`config.mk`:
```
export PLATFORM = sky130hd
export DESIGN_NAME = sram_like_arbiter
export DESIGN_NICKNAME = d
export VERILOG_FILES = /design/src/rtl/sram_like_arbiter.sv
export SDC_FILE = /design/constraint.sdc
export NUM_CORES = 1
export LEC_CHECK = 0
export CORE_AREA = 2 2 105 107
export CTS_CLUSTER_DIAMETER = 120
export DETAILED_ROUTE_END_ITERATION = 16
export DIE_AREA = 0 0 107 109
export GPL_ROUTABILITY_DRIVEN = 0
export PLACE_DENSITY = 0.69
export SYNTH_ARGS = -nofsm -noshare
export SYNTH_HDL_FRONTEND = slang
export SYNTH_SLANG_ARGS = --single-unit
```
`constraint.sdc`:
```
create_clock -name clk -period 3 [get_ports clk]
set_clock_uncertainty 0.2 [all_clocks]
set_input_delay 0.75 -clock clk [delete_from_list [all_inputs] [get_ports clk]]
set_output_delay 0.75 -clock clk [all_outputs]
set_load 0.03 [all_outputs]
```
`src/rtl/sram_like_arbiter.sv`:
```
// Two-master (instruction fetch / load-store) to one SRAM-like memory port arbiter.
// Optional macro ARB_ROUND_ROBIN_EN swaps fixed data priority for alternating grant.
module sram_like_arbiter #(
    parameter int DEPTH = 4
) (
    input  logic        clk,
    input  logic        rst,
    input  logic        inst_req,
    input  logic [31:0] inst_addr,
    output logic        inst_addr_ok,
    output logic        inst_data_ok,
    output logic [31:0] inst_rdata,
    input  logic        data_req,
    input  logic        data_wr,
    input  logic [1:0]  data_size,
    input  logic [31:0] data_addr,
    input  logic [31:0] data_wdata,
    output logic        data_addr_ok,
    output logic        data_data_ok,
    output logic [31:0] data_rdata,
    output logic        mem_req,
    output logic        mem_wr,
    output logic [1:0]  mem_size,
    output logic [31:0] mem_addr,
    output logic [31:0] mem_wdata,
    input  logic        mem_addr_ok,
    input  logic        mem_data_ok,
    input  logic [31:0] mem_rdata
);

    localparam int PTR_W = $clog2(DEPTH);
    localparam int CNT_W = $clog2(DEPTH) + 1;

    typedef enum logic [1:0] {
        LOCK_NONE,
        LOCK_INST,
        LOCK_DATA
    } lock_t;

    lock_t            lock_state;
    lock_t            lock_next;
    logic [DEPTH-1:0] tag_mem;
    logic [PTR_W-1:0] wr_ptr;
    logic [PTR_W-1:0] rd_ptr;
    logic [CNT_W-1:0] count;
    logic             tag_full;
    logic             tag_empty;
    logic             mem_req_int;
    logic             grant_data;
    logic             push;
    logic             pop;
    logic             head_tag;

    assign tag_full    = (count == CNT_W'(DEPTH));
    assign tag_empty   = (count == '0);
    assign mem_req_int = (inst_req | data_req) & ~tag_full;
    assign push        = mem_req_int & mem_addr_ok;
    assign pop         = mem_data_ok & ~tag_empty;
    assign head_tag    = tag_mem[rd_ptr];

`ifdef ARB_ROUND_ROBIN_EN
    logic rr_prefer_data;

    always_ff @(posedge clk or posedge rst) begin
        if (rst) begin
            rr_prefer_data <= 1'b1;
        end else if (push) begin
            rr_prefer_data <= ~grant_data;
        end
    end
`endif

    // A locked grant holds the stalled master until its request is taken.
    always_comb begin
        grant_data = 1'b0;
        case (lock_state)
            LOCK_INST: grant_data = 1'b0;
            LOCK_DATA: grant_data = 1'b1;
            default: begin
`ifdef ARB_ROUND_ROBIN_EN
                grant_data = (inst_req & data_req) ? rr_prefer_data : data_req;
`else
                grant_data = data_req;
`endif
            end
        endcase
    end

    always_comb begin
        lock_next = lock_state;
        if (push) begin
            lock_next = LOCK_NONE;
        end else if (mem_req_int && !mem_addr_ok) begin
            lock_next = grant_data ? LOCK_DATA : LOCK_INST;
        end
    end

    always_ff @(posedge clk or posedge rst) begin
        if (rst) begin
            lock_state <= LOCK_NONE;
            tag_mem    <= '0;
            wr_ptr     <= '0;
            rd_ptr     <= '0;
            count      <= '0;
        end else begin
            lock_state <= lock_next;
            if (push) begin
                tag_mem[wr_ptr] <= grant_data;
                wr_ptr          <= wr_ptr + PTR_W'(1);
            end
            if (pop) begin
                rd_ptr <= rd_ptr + PTR_W'(1);
            end
            case ({push, pop})
                2'b10:   count <= count + CNT_W'(1);
                2'b01:   count <= count - CNT_W'(1);
                default: count <= count;
            endcase
        end
    end

    // Every output is forced low while reset is held.
    always_comb begin
        mem_req      = 1'b0;
        mem_wr       = 1'b0;
        mem_size     = 2'd0;
        mem_addr     = 32'd0;
        mem_wdata    = 32'd0;
        inst_addr_ok = 1'b0;
        data_addr_ok = 1'b0;
        inst_data_ok = 1'b0;
        data_data_ok = 1'b0;
        inst_rdata   = 32'd0;
        data_rdata   = 32'd0;
        if (!rst) begin
            mem_req = mem_req_int;
            if (grant_data) begin
                mem_wr    = data_wr;
                mem_size  = data_size;
                mem_addr  = data_addr;
                mem_wdata = data_wdata;
            end else begin
                mem_size  = 2'd2;
                mem_addr  = inst_addr;
            end
            inst_addr_ok = push & ~grant_data;
            data_addr_ok = push & grant_data;
            inst_data_ok = pop & ~head_tag;
            data_data_ok = pop & head_tag;
            inst_rdata   = mem_rdata;
            data_rdata   = mem_rdata;
        end
    end

endmodule

```
==> flow_metrics.env <==
export IMPL_status="finished, final reports clean"
export IMPL_hold_violations=0
export IMPL_dr_pass1_iters=4
export IMPL_drt_total_wl_um=10000
export IMPL_async_reset_ff_share_pct=100
export IMPL_final_nets=676
export IMPL_drtIter0Drc=110
export IMPL_io_pins=273
export IMPL_numCtsBuffers=3
export IMPL_rr_startpoint="count[0]"
export IMPL_dpl_hpwl_um=8030
export IMPL_hp_start="rd_ptr[1]"
export IMPL_critPathMaxFanout=6
export IMPL_syn_avg_cell_area_um2=6.80
export IMPL_area_growth_syn_to_layout_pct=142
export IMPL_clk_pin_slew_ps=50
export IMPL_ir_drop_uv=402
export IMPL_insertedDiodeCount=0
export IMPL_instances_no_fill=671
export IMPL_ant_nets=0
export IMPL_slew_headroom_pct=67.6
export IMPL_fill_cells=1050
export IMPL_hp_class="reg2reg"
export IMPL_fmax_mhz=341
export IMPL_drive_gt1_share_pct=36.2
export IMPL_antenna_found_initial=0
export IMPL_rrSetupSlack_ps=550
export IMPL_start_util_pct=18.1
export IMPL_wl_per_cell_um=15.0
export IMPL_grt_pass1_vias=2649
export IMPL_grt_usage_pct=14.9
export IMPL_crit_required_ps=2050
export IMPL_grt_max_degree=49
export IMPL_clock_sinks=13
export IMPL_avgViaCountPerCell=4.24
export IMPL_path_cells="clkdlybuf4s15_1 > buf_6 > mux2i_4 > buf_6 > clkbuf_16 > nand2_1 > a21oi_2 > buf_4"
export IMPL_fp_dieH_um=109
export IMPL_drc=0
export IMPL_synth_nets=427
export IMPL_synth_cells=283
export IMPL_ctsHoldBuffers=0
export IMPL_synth_seq_cells=13
export IMPL_critPathMostFrequentCell="buf_6"
export IMPL_ys_seq_area_share_pct=16.9
export IMPL_cp_start_kind="primary input"
export IMPL_cts_root_buffer="clkbuf_8"
export IMPL_cts_tree="built"
export IMPL_final_cell_mix="144 x buf_4, 133 x clkdlybuf4s50_1, 63 x nand2_1"
export IMPL_grt_overflow=0
export IMPL_num_rows=38
export IMPL_clockBufferDepth=2
export IMPL_cap_viol_max_count=0
export IMPL_crit_family="buffers and inverters"
export IMPL_p_leak_nw=2.31
export IMPL_hold_end="rd_ptr[1]"
export IMPL_ys_types=27
export IMPL_ys_warn_count=0
export IMPL_dieWidth_um=107
export IMPL_rsz0062_at_grt="false"
export IMPL_final_util_pct=43.8
export IMPL_crit_slowest_cell="clkdlybuf4s15_1"
export IMPL_synthesis_area_um2=1920
export IMPL_grt_pass1_wl_um=13900
export IMPL_synth_ff_type="dfrtp_1"
export IMPL_synth_edff_count=0
export IMPL_port_buffers=272
export IMPL_setup_viol=0
export IMPL_powerDensity_nw_per_um2=707
export IMPL_end_kind="output port"
export IMPL_timing_critical_path_buf_inv=5
export IMPL_final_common_cell="buf_4"
export IMPL_period_share_pct=97.9
export IMPL_worstPathArrival_ps=1990
export IMPL_dieArea_um2=11700
export IMPL_min_path_cells=1
export IMPL_worstMarginPinSlew_ps=482
export IMPL_critical_path_max_stage_delay_ps=210
export IMPL_report_final_slew_viol_count=0
export IMPL_vias=2845
export IMPL_core_um2=10600
export IMPL_place_inst=660
export IMPL_period_minus_slack_ps=2940
export IMPL_clk_latency_ps=250
export IMPL_cts_max_level=1
export IMPL_reg2regPathDepth=9
export IMPL_crit_type="in2out"
export IMPL_r2r_end="count[2]"
-- synthesized netlist by cell type (all sizes together), types with 2 or more instances --
cell,count,area (um2)
a21oi,32,160
and3,39,244
buf,40,280
clkbuf,13,48.8
dfrtp,13,325
ha,6,75.1
inv,9,33.8
mux2,6,86.3
mux2i,2,23.8
nand2,65,244
nor2,5,18.8
nor2b,32,200
nor3,3,15.0
o21ai,3,15.0
o31ai,3,22.5
xnor2,4,35.0
xor2,2,17.5
-- per-layer routing --
| layer | global-route usage, % | vias to the layer above | share of wire (%) |
|---|---|---|---|
| li1 | - | 1391 | - |
| met5 | 0 | - | 0 |
| met1 | 18.6 | 1303 | 42 |
| met2 | 27.4 | 144 | 51 |
| met4 | 2.97 | 0 | 0.85 |
| met3 | 2.27 | 7 | 6.7 |
-- final cells by class --
type / instances / area (um2) / area share, %
repair buffers: 297 / 2750 / 59.1
multi-input cells: 208 / 1320 / 28.5
inverters: 9 / 33.8 / 0.727
clock buffers: 4 / 45.0 / 0.969
flip-flops and latches: 13 / 325 / 7.00
well taps: 140 / 175 / 3.77
-- worst max-delay path by stage --
| stage | from | end | slack [ps] | cells after the start |
|---|---|---|---|---|
| final | data_req | mem_addr[16] | 60 | 8 |
| after CTS | data_req | mem_addr[8] | 4 | 8 |
| after floorplan | rst | mem_wdata[22] | 40 | 4 |
| after global placement | data_req | mem_addr[8] | -200 | 7 |
| after detailed placement | data_req | mem_addr[8] | -200 | 7 |
| after global routing | data_req | mem_addr[16] | 8 | 8 |
-- metrics by stage --
stage | setup TNS (ps) | cell area, um2 | total power, mW | worst slack [ps] | hold WS [ps]
2_1_floorplan | 0 | 1920 | 1.78 | 39.1 | 253
3_3_place_gp | -4450 | 4390 | 2.73 | -196 | 275
3_5_place_dp | -6200 | 4390 | 2.78 | -202 | 293
4_1_cts | 0 | 4500 | 3.08 | 3.62 | 303
5_1_grt | 0 | 4650 | 3.49 | 7.54 | 322
6_report | 0 | 4650 | 3.28 | 63.6 | 294
-- state kept, by name, summed over array words and instances (netlist names) --
signal and count:
lock_state 2, wr_ptr 2, tag_mem 4, rd_ptr 2, count 3
-- report_power, final --
| part | leakage, nW | internal (mW) | switching [mW] |
|---|---|---|---|
| Clock | 0.0228 | 0.0941 | 0.0661 |
| Combinational | 2.13 | 1.31 | 1.47 |
| Sequential | 0.158 | 0.266 | 0.0775 |
-- timing repair --
action                     4_1_cts  5_1_grt
buffers inserted                 2        2
setup endpoints to repair       69       50
gates cloned                     1        2
pin swaps                        1        5
resized for setup                5       23
-- kinds of logic after synthesis --
| group | share of synthesized area, % |
|---|---|
| simple gates | 39.0 |
| buf+inv | 18.9 |
| compound gates | 10.7 |
| flops | 16.9 |
| mux | 6.90 |
| fa+ha+maj | 4.94 |
| xor+xnor | 2.73 |
Power figures use the tool's default switching activity.
